[config.mk]
export PLATFORM = sky130hd
export DESIGN_NAME = rf_dump_reader
export DESIGN_NICKNAME = d
export VERILOG_FILES = /design/src/rtl/rf_dump_pkg.sv /design/src/rtl/rf_dump_reader.sv
export SDC_FILE = /design/constraint.sdc
export NUM_CORES = 1
export LEC_CHECK = 0
export CAP_MARGIN = 20
export CORE_MARGIN = 5
export CORE_UTILIZATION = 40
export DETAILED_ROUTE_END_ITERATION = 6
export GPL_TIMING_DRIVEN = 0
export PLACE_DENSITY = 0.73
export SETUP_SLACK_MARGIN = 0.15
export SLEW_MARGIN = 20
export SYNTH_ARGS = -nofsm -noshare
export SYNTH_HDL_FRONTEND = slang
export SYNTH_SLANG_ARGS = --single-unit
[constraint.sdc]
create_clock -name clk -period 1.8 [get_ports clk]
set_input_delay 0.27 -clock clk [delete_from_list [all_inputs] [get_ports clk]]
set_output_delay 0.27 -clock clk [all_outputs]
set_load 0.03 [all_outputs]
[src/rtl/rf_dump_pkg.sv]
// Shared types and default sizing for the register-file dump reader.
// RF_DUMP_CHECKSUM_EN (optional) enables the trailing checksum beat in rf_dump_reader.
package rf_dump_pkg;

    localparam int RF_DUMP_NREGS = 16;
    localparam int RF_DW         = 32;
    localparam int RF_AW         = 5;

    typedef enum logic [2:0] {
        IDLE,
        FETCH,
        SEND_LO,
        SEND_HI,
        CSUM,
        DONE
    } rf_dump_state_t;

endpackage

[src/rtl/rf_dump_reader.sv]
// Walks the register file two registers at a time and streams each word over valid/ready.
// Define RF_DUMP_CHECKSUM_EN to append an XOR checksum beat after the last register.
module rf_dump_reader
    import rf_dump_pkg::*;
#(
    parameter int NREGS = RF_DUMP_NREGS,
    parameter int DW    = RF_DW,
    parameter int AW    = RF_AW
) (
    input  logic          clk,
    input  logic          reset,
    input  logic          start,
    output logic          busy,
    output logic          done,
    output logic [AW-1:0] rf_a1,
    output logic [AW-1:0] rf_a2,
    input  logic [DW-1:0] rf_rd1,
    input  logic [DW-1:0] rf_rd2,
    output logic          out_valid,
    input  logic          out_ready,
    output logic [DW-1:0] out_data,
    output logic [AW-1:0] out_idx,
    output logic          out_last
);

    rf_dump_state_t state_q, state_d;
    logic [AW-1:0]  ptr_q, ptr_d;
    logic [DW-1:0]  lo_buf, hi_buf;
    logic           final_pair;

    // Compared modulo 2^AW so NREGS == 2^AW still terminates.
    assign final_pair = (ptr_q + AW'(2)) == AW'(NREGS);

`ifdef RF_DUMP_CHECKSUM_EN
    logic [DW-1:0] csum;

    always_ff @(posedge clk) begin
        if (reset) begin
            csum <= '0;
        end else if (state_q == IDLE && start) begin
            csum <= '0;
        end else if (out_valid && out_ready && state_q != CSUM) begin
            csum <= csum ^ out_data;
        end
    end
`endif

    always_ff @(posedge clk) begin
        if (reset) begin
            state_q <= IDLE;
            ptr_q   <= '0;
            lo_buf  <= '0;
            hi_buf  <= '0;
        end else begin
            state_q <= state_d;
            ptr_q   <= ptr_d;
            if (state_q == FETCH) begin
                lo_buf <= rf_rd1;
                hi_buf <= rf_rd2;
            end
        end
    end

    always_comb begin
        state_d   = state_q;
        ptr_d     = ptr_q;
        rf_a1     = '0;
        rf_a2     = '0;
        out_valid = 1'b0;
        out_data  = '0;
        out_idx   = '0;
        out_last  = 1'b0;
        done      = 1'b0;
        busy      = (state_q != IDLE);

        case (state_q)
            IDLE: begin
                if (start) begin
                    state_d = FETCH;
                    ptr_d   = '0;
                end
            end
            FETCH: begin
                rf_a1   = ptr_q;
                rf_a2   = ptr_q + AW'(1);
                state_d = SEND_LO;
            end
            SEND_LO: begin
                out_valid = 1'b1;
                out_data  = lo_buf;
                out_idx   = ptr_q;
                if (out_ready) begin
                    state_d = SEND_HI;
                end
            end
            SEND_HI: begin
                out_valid = 1'b1;
                out_data  = hi_buf;
                out_idx   = ptr_q + AW'(1);
`ifdef RF_DUMP_CHECKSUM_EN
                out_last  = 1'b0;
`else
                out_last  = final_pair;
`endif
                if (out_ready) begin
                    if (final_pair) begin
`ifdef RF_DUMP_CHECKSUM_EN
                        state_d = CSUM;
`else
                        state_d = DONE;
`endif
                    end else begin
                        ptr_d   = ptr_q + AW'(2);
                        state_d = FETCH;
                    end
                end
            end
`ifdef RF_DUMP_CHECKSUM_EN
            CSUM: begin
                out_valid = 1'b1;
                out_data  = csum;
                out_idx   = AW'(NREGS);
                out_last  = 1'b1;
                if (out_ready) begin
                    state_d = DONE;
                end
            end
`endif
            DONE: begin
                done    = 1'b1;
                state_d = IDLE;
            end
            default: begin
                state_d = IDLE;
            end
        endcase
    end

endmodule

# == Yosys cells after proc, flatten, opt, wreduce, memory -nomap -nowiden ==
# Cells that the tools add are included.
# classes
add_sub_neg,2
n_eq_ne,9
mux,16
n_reduce_logical,6
# op_table
operator,count
32-bit case mux with 2 select lines,1
5-bit two-way mux,5
5-bit case mux with 2 select lines,2
3-bit two-way mux,4
3-bit case mux with 4 select lines,1
2-bit inequality test (second input constant),4
3-bit by 2-bit equality test with 1-bit output (second input constant),2
5-bit by 1-bit adder with 5-bit output (second input constant),1
5-bit by 2-bit adder with 5-bit output (second input constant),1
5-bit equality test (second input constant),1
4-bit AND reduction,1
3-bit by 1-bit equality test with 1-bit output (second input constant),1
3-bit equality test (second input constant),1
3-bit logical NOT,1
1-bit two-way mux,3
3-bit AND reduction,1
3-bit nonzero test,1
2-bit nonzero test,1
2-bit OR reduction,1
# word_totals
register_bits,72
wordCells,37

# == Depth between registers and ports, before layout ==
# Gate-level depths: netlist of run 1.
# logic_depth
ltp_word,5
mapped_depth,8

# == Least setup slack after synthesis of run 1 ==
# OpenSTA, ideal clock, no wires.
# synth_timing
kind,reg-to-output
start,reg ptr_q[1]
end,out out_last
arrival_time_ns,1.613
slack_ns,-0.083
path_stages_with_launch,5
cell_sequence,dfxtp_1 ha_1 or3b_1 a31o_1 nor2_1
# synth_via
elab_chain_len,3
# synth_rtl
element,line,text
start: declaration,rf_dump_reader.sv:27,"logic [AW-1:0] ptr_q, ptr_d;"
start signal: assignment,rf_dump_reader.sv:56,ptr_q <= ptr_d;
5-bit by 2-bit adder with 5-bit output,rf_dump_reader.sv:32,assign final_pair = (ptr_q + AW'(2)) == AW'(NREGS);
5-bit equality test,rf_dump_reader.sv:32,
1-bit two-way mux,rf_dump_reader.sv:76,case (state_q)
end: declaration,rf_dump_reader.sv:23,output logic out_last
# Every way passes these cells.

# == Final worst setup path of run 1 ==
# layout_timing
start,reg ptr_q[4]
end,out out_last
# Same word-level chain as after synthesis.

==> results of run 1 <==
-- final cells by class --
type / instances / area share, %
Timing Repair Buffer: 159 / 28.9
Clock buffer: 11 / 2.41
Inverter: 4 / 0.469
Sequential cell: 71 / 24.5
Tap cell: 102 / 2.18
Clock inverter: 4 / 0.384
Buffer: 34 / 5.82
Multi-Input combinational cell: 311 / 35.4
-- tightest hold or removal path, cell delays in order, from the launching register on --
cell,delay [ps]
dfxtp_1,310
nand2_1,50
a21oi_1,50
-- through the flow --
step	worst slack, ps	hold slack, ps	utilization, %	cell area [µm²]	total power, mW
floorplan	172	406	-	3200	2.13
global placement	-522	442	58.1	4490	2.44
detailed placement	-557	446	58.1	4490	2.45
CTS	-197	457	67.4	5210	3.76
global route	-231	473	75.9	5870	4.15
finish	-172	456	75.9	5870	4.00
-- flip-flops by register name, summed over array words and instances (netlist names) --
signal   flops
hi_buf      32
state_q      3
ptr_q        4
lo_buf      32
-- path summary, 6_finish.rpt --
path	startpoint	end	slack [ps]	depth (start not counted)
hold / removal	lo_buf[3]	lo_buf[3]	460	2
setup reg to reg	ptr_q[4]	ptr_q[3]	50	6
hold reg to reg	lo_buf[3]	lo_buf[3]	460	2
setup / recovery	ptr_q[4]	out_last	-170	4
-- routing by layer --
layer | vias to the layer above | GRT usage [%] | wire length (µm)
li1 | 1729 | - | -
met1 | 1752 | 26.7 | 5010
met2 | 148 | 36.2 | 6100
met3 | 24 | 5.12 | 677
met4 | 0 | 8.19 | 263
met5 | - | 0 | 0
-- placed cells by master, fill, tap and decap left out, drive strengths merged, types with 2 or more instances in the layout --
| master | n |
|---|---|
| nand2 | 132 |
| buf | 109 |
| dfxtp | 71 |
| clkdlybuf4s50 | 66 |
| a21oi | 65 |
| nor2 | 38 |
| mux2i | 33 |
| clkbuf | 29 |
| and3 | 9 |
| and2 | 4 |
| nor3 | 4 |
| clkinv | 4 |
| nand4b | 3 |
| inv | 3 |
| nor3b | 2 |
| a31oi | 2 |
| nand3 | 2 |
| nand2b | 2 |
| nor2b | 2 |
-- logic make-up (layout without fill, tap and decap cells) --
| family | count (synthesis) | in the layout | synth area share (%) |
|---|---|---|---|
| other cells | 1 | 1 | 0.118 |
| simple gates | 201 | 202 | 26.7 |
| buf+inv | 38 | 212 | 5.57 |
| fa+ha+maj | 1 | 1 | 0.392 |
| compound gates | 74 | 74 | 12.3 |
| mux | 33 | 33 | 10.4 |
| flops | 71 | 71 | 44.6 |
-- power by group --
part / leakage (nW) / total [mW] / internal [mW] / switching [mW]
logic: 1.50 / 1.16 / 0.608 / 0.557
registers: 0.582 / 1.74 / 1.66 / 0.0744
clock network: 0.0850 / 1.10 / 0.523 / 0.581
-- what timing repair did --
| action | 4_1_cts | 5_1_grt |
|---|---|---|
| endpoints found under the setup margin | 102 | 95 |
| pin swaps | 11 | 16 |
| gates cloned | 5 | 1 |
| resized for setup | 402 | 149 |
| hold endpoints to repair | 0 | 0 |
| buffers inserted | 19 | 19 |
==> metrics, run 1 <==
status finished with violations; violated checks setup timing; skew final 6.06 ps; syn avg cell area 7.61 µm²; routed length per instance 17.3 µm; initial detailed-routing violation count 146; Tcrit/Tclk final 110%; largest net degree at the start of global routing 12; sequential area share after synthesis 44.6%; cts hold-fix bufs 0; Crit path required time 1530 ps; # DRC 0; Ys Warns 0; layout cells sized above 1 35.7%; Clock Latency Late Sink 340 ps; total congestion overflow 0; first-pass GRT wire length 17100 µm; Final Slew Violations 0; Die Ht 99.3 µm; f_max 507 MHz; Hold Vio Cnt, Final 0; placed cells 637; Die W 99.3 µm; Worst Setup End Kind primary output; RSZ-0062 raised after global routing true; GRT Total Usage 21.5%; worst min path class register to register; Max Cap Viol 0; Finished Layout Cells 696; Max VDD drop 0.416 mV; Bufs on Longest Clock Path 2; Startpoint Class register; initial antenna violation count 0; Pwr per Cell Area 683 nW/µm²; Routed WL 12000 µm; most frequent cell after synthesis nand2_1; Vias/cell 5.25; Final ANT Viol Nets 0; slew margin rel. 60.8%; # clock sinks 71; DPL Wire Length 6980 µm; Worst Path Max Fanout 8; Syn Inst Count 419; crit-path max cell delay 480 ps; synth unique cells 37; leak pwr 2.17 nW; final worst setup slack -172 ps; slowest CP cell dfxtp_1; vias in the first global route 3509; worst path arrival time 1700 ps; total iterations of the first detailed-routing run 4; Synth async-reset ratio 0%; I/O pin cnt 119; crit path buf inv count 1; Post-synth EDFFs 0; die area 9860 µm²; Initial Util 41.3%; Reg clk slew, reported paths 70 ps; FF+latch area 1440 µm²; synthesized net count 488; Port-buffer cells 116; Synth area leader dfxtp_1; Yosys reg bits 71; critical path class register to primary output; post-synth top area share 44.6%; area of the multi-input gates 2070 µm²; synthesis-to-layout area growth 84.0%; Diodes inserted 0; # rows 32; Synth Cell Area 3190 µm²; Core Box Area 7730 µm²; Finish-stage setup viols 9; Least-Margin Pin Slew 589 ps; CTS tree done; clk root buf clkbuf_8; H-tree depth 3; Filler cells 530; main area contributors after synthesis dfxtp_1, nand2_1, mux2i_1; ys flop type dfxtp_1; CP Cell Sequence or3b_4 > a31o_1 > nor2_4 > buf_6; CTS Buf Count 9; final worst path period need 1970 ps; CP delay by family, top simple AND/OR/NAND/NOR gates; GPL Wtd Cong 0.877; detailed-route via count 3653; synth cell count leaders nand2_1, dfxtp_1, a21oi_1; Sum Neg Setup Slack -263 ps; fin nets 659
Note: power is estimated with default switching activity, not from simulation.
==> inputs of run 2 (changes only) <==
--- a/config.mk
+++ b/config.mk
@@ -9,6 +9,7 @@
 export CORE_MARGIN = 5
 export CORE_UTILIZATION = 40
 export DETAILED_ROUTE_END_ITERATION = 6
+export GPL_ROUTABILITY_DRIVEN = 0
 export GPL_TIMING_DRIVEN = 0
 export PLACE_DENSITY = 0.73
 export SETUP_SLACK_MARGIN = 0.15
==> run 2 against run 1 <==
Net effect:
- critical endpoint unchanged
- global-route usage rose by 0.69 points
- highest routed layer unchanged
- clock skew rose by 9.5 ps
- worst hold slack got worse by 0.64 ps
- the run still ends with setup timing left
- register-to-register slack improved by 20 ps
- first-iteration DRC count fell by 29%
- sequential power barely moved
- final cell count fell by 1.4%
- largest cell class is now buffers
- fmax rose by 0.53%
==> metrics, run 2 (same netlist as run 1, synthesis figures left out) <==
critical path class register to primary output (unchanged); Hold Vio Cnt, Final 0 (unchanged); initial antenna violation count 0 (unchanged); Worst Setup End Kind primary output (unchanged); worst hold slack 455 ps (was 456 ps); RSZ-0062 raised after global routing true (unchanged); DPL Wire Length 7020 µm (was 6980 µm); total congestion overflow 0 (unchanged); placed cells 637 (unchanged); worst min path class register to register (unchanged); commonest non-fill, non-tap cell in the layout nand2_1 (unchanged); # clock sinks 71 (unchanged); Reg clk slew, reported paths 80 ps (was 70 ps); fin nets 648 (was 659); total iterations of the first detailed-routing run 4 (unchanged); clk root buf clkbuf_8 (unchanged); detailed-route via count 3606 (was 3653); H-tree depth 3 (unchanged); largest net degree at the start of global routing 13 (was 12); skew final 15.5 ps (was 6.06 ps); Die W 99.3 µm (unchanged); Vias/cell 5.26 (was 5.25); initial detailed-routing violation count 104 (was 146); layout cells sized above 1 31.0% (was 35.7%); f_max 510 MHz (was 507 MHz); Worst Path Max Fanout 2 (was 8); Diodes inserted 0 (unchanged); Crit path required time 1530 ps (about the same); Final ANT Viol Nets 0 (unchanged); Clock Latency Late Sink 360 ps (was 340 ps); Initial Util 41.3% (unchanged); final worst path period need 1960 ps (was 1970 ps); # DRC 0 (unchanged); Least-Margin Pin Slew 538 ps (was 589 ps); I/O pin cnt 119 (unchanged); Sum Neg Setup Slack -566 ps (was -263 ps); synthesis-to-layout area growth 79.5% (was 84.0%); biggest regs hi_buf: 32 flops, lo_buf: 32 flops, ptr_q: 4 flops (unchanged); Routed WL 11800 µm (was 12000 µm); leak pwr 2.16 nW (was 2.17 nW); GRT Total Usage 22.2% (was 21.5%); status finished with violations (unchanged); Core Box Area 7730 µm² (unchanged); vias in the first global route 3603 (was 3509); CTS Buf Count 9 (unchanged); slew margin rel. 64.1% (was 60.8%); Max VDD drop 0.429 mV (was 0.416 mV); worst path arrival time 1690 ps (was 1700 ps); first-pass GRT wire length 17500 µm (was 17100 µm); die area 9860 µm² (unchanged); Finish-stage setup viols 19 (was 9); Port-buffer cells 116 (unchanged); routed length per instance 17.2 µm (was 17.3 µm); Tcrit/Tclk final 109% (was 110%); Max Cap Viol 0 (unchanged); final worst setup slack -162 ps (was -172 ps); Startpoint Class register (unchanged); Util after Layout 74.1% (was 75.9%); CTS tree done (unchanged); Die Ht 99.3 µm (unchanged); Final Slew Violations 0 (unchanged); dpl ws -572 ps (was -557 ps); Finished Layout Cells 686 (was 696); most frequent cells in the layout nand2_1, dfxtp_1, clkdlybuf4s50_1 (unchanged); Bufs on Longest Clock Path 2 (unchanged); violated checks setup timing (unchanged); Pwr per Cell Area 776 nW/µm² (was 683 nW/µm²); # rows 32 (unchanged)
-- run 2: cell count changes in the layout (fill, tap and decap cells not counted), sizes merged --
cell and change:
buf -7, bufinv +3, clkbuf -3, clkinv -1, clkinvlp -1, nor2 -1
-- run 2: critical path, stage by stage (launching register included) --
cell     delay (ps)
dfxtp_4         360
ha_4            150
or3b_1          370
a31o_1          230
nor2_4           90
buf_6           130
-- run 2: metal layers --
metal / GRT usage [%] / share of wire (%) / vias up
met3: 5.68 / 5.8 / 33
met1: 26.9 / 40 / 1736
met5: 0 / 0 / -
li1: - / - / 1705
met2: 38.0 / 52 / 132
met4: 8.09 / 2.7 / 0
-- run 2: area by class of cell --
class	count	area, µm²
Buffer	34	328
Clock buffer	11	151
Clock inverter	5	104
Fill cell	564	2000
Inverter	4	27.5
Multi-Input combinational cell	310	1930
Sequential cell	71	1440
Tap cell	102	128
Timing Repair Buffer	149	1610
-- run 2: per-stage QoR --
step / power [mW] / cell area (µm²)
2_1_floorplan: 2.13 / 3200
3_3_place_gp: 2.43 / 4490
3_5_place_dp: 2.45 / 4490
4_1_cts: 4.26 / 5250
5_1_grt: 4.61 / 5720
6_report: 4.44 / 5720
-- run 2: worst paths after layout --
path,startpoint,end,slack (ps),depth (start not counted)
hold reg to reg,hi_buf[4],hi_buf[4],460,2
setup / recovery,ptr_q[1],out_last,-160,5
hold / removal,hi_buf[4],hi_buf[4],460,2
setup reg to reg,ptr_q[1],ptr_q[3],70,7
-- run 2: what timing repair did --
item / 4_1_cts / 5_1_grt
buffers inserted: 13 / 14
pin swaps: 8 / 16
setup endpoints to repair: 112 / 103
gates resized for setup: 391 / 112
hold endpoints to repair: 0 / 0
gates cloned: 5 / 1
hold buffers: 0 / 0
-- run 2: where the power goes --
group | total [mW] | switching (mW) | internal (mW)
combinational | 1.10 | 0.523 | 0.573
sequential | 1.73 | 0.0659 | 1.66
clock | 1.62 | 0.624 | 0.997
total | 4.44 | 1.21 | 3.23
==> inputs of run 3 (changes only) <==
--- a/config.mk
+++ b/config.mk
@@ -11,7 +11,7 @@
 export DETAILED_ROUTE_END_ITERATION = 6
 export GPL_ROUTABILITY_DRIVEN = 0
 export GPL_TIMING_DRIVEN = 0
-export PLACE_DENSITY = 0.73
+export PLACE_DENSITY = 0.76
 export SETUP_SLACK_MARGIN = 0.15
 export SLEW_MARGIN = 20
 export SYNTH_ARGS = -nofsm -noshare
==> constraint.sdc (replaced) <==
create_clock -name clk -period 1.7 [get_ports clk]
set_input_delay 0.255 -clock clk [delete_from_list [all_inputs] [get_ports clk]]
set_output_delay 0.255 -clock clk [all_outputs]
set_load 0.03 [all_outputs]
==> run 3 against run 2 <==
Net effect:
- synthesized cell count stayed put
- the flow now stops in global routing
- synthesized area stayed put
==> metrics, run 3 <==
total congestion overflow 377; GRT Total Usage 82.5%; cts hold-fix bufs 0 (unchanged); largest net degree at the start of global routing 13; most frequent cell after synthesis nand2_1 (unchanged); Synth async-reset ratio 0% (unchanged); status stopped before the end (was finished with violations); worst ep type output port; main area contributors after synthesis dfxtp_1, nand2_1, mux2i_1 (unchanged); Port-buffer cells 116 (unchanged); synth unique cells 37 (unchanged); Die Ht 99.3 µm (unchanged); Post-synth EDFFs 0 (unchanged); synth cell count leaders nand2_1, dfxtp_1, a21oi_1 (unchanged); syn avg cell area 7.61 µm² (unchanged); # rows 32 (unchanged); # clock sinks 71 (unchanged); Fail Step global routing; Initial Util 41.3% (unchanged); post-GRT worst EP out_last; Yosys reg bits 71 (unchanged); DPL Wire Length 6950 µm (was 7020 µm); Ys Warns 0 (unchanged); Bufs on Longest Clock Path 2 (unchanged); I/O pin cnt 119 (unchanged); clk root buf clkbuf_8 (unchanged); initial antenna violation count 2; CTS Buf Count 9 (unchanged); Die W 99.3 µm (unchanged); synthesized net count 488 (unchanged); H-tree depth 3 (unchanged); Err [ERROR GRT-0232] Routing congestion too high. Check the congestion heatmap in the GUI.; ys flop type dfxtp_1 (unchanged); sequential area share after synthesis 44.6% (unchanged); Syn Inst Count 419 (unchanged); Synth Cell Area 3190 µm² (unchanged); Synth area leader dfxtp_1 (unchanged); post-synth top area share 44.6% (unchanged)
[run 3: cell families after synthesis]
family                     after synthesis  synth area share, %
AOI/OAI and AO/OA                       74                 12.3
adders and majority gates                1                0.392
buffers and inverters                   38                 5.57
DFF                                     71                 44.6
muxes                                   33                 10.4
other                                    1                0.118
and+or+nand+nor                        201                 26.7
[run 3: layer usage]
layer  global-route usage (%)  overflow
met3                     65.2         1
met5                     11.8         0
met4                     97.5       167
met2                      102       208
met1                     77.1         1
[run 3: stage by stage]
stage	cell area, µm²	hold WS, ps	cells	setup slack [ps]
3_3_place_gp	4520	442	637	-680
4_1_cts	6250	441	699	-295
3_5_place_dp	4520	446	637	-738
2_1_floorplan	3230	391	419	97.1
[run 3: repair_timing]
| action | CTS |
|---|---|
| setup buffers | 37 |
| cloned | 9 |
| pin swaps | 22 |
| gates resized for setup | 532 |
| setup endpoints to repair | 113 |
==> inputs of run 4 (changes only) <==
--- a/config.mk
+++ b/config.mk
@@ -7,12 +7,11 @@
 export LEC_CHECK = 0
 export CAP_MARGIN = 20
 export CORE_MARGIN = 5
-export CORE_UTILIZATION = 40
+export CORE_UTILIZATION = 25
 export DETAILED_ROUTE_END_ITERATION = 6
 export GPL_ROUTABILITY_DRIVEN = 0
 export GPL_TIMING_DRIVEN = 0
-export PLACE_DENSITY = 0.76
-export SETUP_SLACK_MARGIN = 0.15
+export PLACE_DENSITY_LB_ADDON = 0.15
 export SLEW_MARGIN = 20
 export SYNTH_ARGS = -nofsm -noshare
 export SYNTH_HDL_FRONTEND = slang
==> constraint.sdc (replaced) <==
create_clock -name clk -period 2.2 [get_ports clk]
set_input_delay 0.33 -clock clk [delete_from_list [all_inputs] [get_ports clk]]
set_output_delay 0.33 -clock clk [all_outputs]
set_load 0.03 [all_outputs]
==> run 4 against run 3 <==
Net effect:
- the run now ends clean
==> metrics, run 4 (same netlist as run 1, synthesis figures left out) <==
Cell Area, Placed 4570 µm² (was 4520 µm²); Die W 123 µm (was 99.3 µm); slowest CP cell clkdlybuf4s15_1; Diodes inserted 0; biggest regs hi_buf: 32 flops, lo_buf: 32 flops, ptr_q: 4 flops; Reg clk slew, reported paths 60 ps; layout cells sized above 1 12.5%; Max VDD drop 0.293 mV; # DRC 0; vias in the first global route 3327; Flop pwr share 39.7%; Tot Pwr 3.53 mW; Tcrit/Tclk final 95.8%; initial detailed-routing violation count 93; # rows 41 (was 32); total congestion overflow 0; dpl ws -259 ps (was -738 ps); Final Slew Violations 0; worst min path class register to register; commonest non-fill, non-tap cell in the layout nand2_1; Pint 2.62 mW; H-tree depth 3 (unchanged); detailed-route via count 3191; Max Cap Viol 0; Crit path required time 1870 ps; Clk pwr share 43.7%; Worst Setup End Kind primary output; RSZ-0062 raised after global routing false; # clock sinks 71 (unchanged); Initial Util 25.4% (was 41.3%); cts hold-fix bufs 0 (unchanged); Util after Layout 38.4%; die area 15100 µm²; critical path class register to primary output; Final Cell Area 4830 µm²; worst path arrival time 1780 ps; routed length per instance 14.8 µm; Hold Vio Cnt, Final 0; Final ANT Viol Nets 0; crit path buf inv count 4; synthesis-to-layout area growth 51.4%; Sum Neg Setup Slack 0 ps; worst hold slack 452 ps; Pwr per Cell Area 730 nW/µm²; CTS tree done; clk root buf clkbuf_16 (was clkbuf_8); placed cells 707 (was 637); crit-path max cell delay 380 ps; total iterations of the first detailed-routing run 6; Comb pwr share 16.6%; skew final 7.50 ps; CP delay by family, top buffers and inverters; Port-buffer cells 116 (unchanged); Switching Fraction 25.8%; most frequent cells in the layout nand2_1, dfxtp_1, clkdlybuf4s50_1; GRT Total Usage 14.5%; Vias/cell 4.42; leak pwr 1.97 nW; Clock Latency Late Sink 320 ps; Worst Path Max Fanout 10; Core Box Area 12600 µm²; final worst path period need 2110 ps; Die Ht 123 µm (was 99.3 µm); Least-Margin Pin Slew 559 ps; largest net degree at the start of global routing 13; status completed (was stopped before the end); first-pass GRT wire length 16900 µm; CP Cell Sequence buf_2 > nand2b_1 > buf_2 > buf_4 > nor2_1 > clkdlybuf4s15_1; initial antenna violation count 0; crit-path most repeated cell buf_2; fin nets 614; Startpoint Class register; I/O pin cnt 119 (unchanged); slew margin rel. 62.7%; Finished Layout Cells 722; final worst setup slack 91.6 ps; DPL Wire Length 7780 µm (was 6950 µm); Routed WL 10700 µm; CTS Buf Count 9 (unchanged); f_max 474 MHz; Finish-stage setup viols 0; Net Sw Power 911 µW; Bufs on Longest Clock Path 2 (unchanged)
[run 4: worst reg2reg max path: stages, from the launching register on]
cell	delay (ps)
dfxtp_1	290
buf_2	170
nor2_4	200
nand2_1	110
inv_2	190
buf_2	260
buf_2	280
nand2_1	100
a21oi_1	130
[run 4: worst paths after layout]
check	from	endpoint	slack, ps	cells past startpoint
setup / recovery	state_q[1]	out_data[21]	90	6
hold / removal	lo_buf[5]	lo_buf[5]	450	2
setup reg to reg	state_q[1]	hi_buf[0]	400	8
hold reg to reg	lo_buf[5]	lo_buf[5]	450	2
[run 4: power by group through the flow]
stage                     combinational (mW)  clock, mW  sequential [mW]
after floorplan                        0.327          0             1.42
after detailed placement               0.595          0             1.43
after global routing                   0.648       1.66             1.41
final                                  0.584       1.54             1.40
after global placement                 0.588          0             1.43
after CTS                              0.600       1.58             1.40
[run 4: layout make-up]
| type | instances | area, µm² |
|---|---|---|
| timing repair buffer | 116 | 1070 |
| clock buffer | 11 | 233 |
| buffer | 33 | 188 |
| tap | 172 | 215 |
| clock inverter | 5 | 81.3 |
| inverter | 4 | 20.0 |
| multi-input combinational | 310 | 1600 |
| sequential | 71 | 1430 |
| fill | 1345 | 7740 |
[run 4: metal layers]
metal / track usage (%) / vias up / share of wire [%]
met2: 23.4 / 95 / 46
li1: - / 1636 / -
met5: 0 / - / 0
met1: 19.0 / 1450 / 46
met4: 4.06 / 0 / 1.2
met3: 4.03 / 10 / 6.6
[run 4: what timing repair did]
| action | in CTS | in global routing |
|---|---|---|
| setup buffers | 0 | 0 |
| pin swaps | 0 | 1 |
| resized for setup | 76 | 54 |
| setup endpoints to repair | 48 | 38 |
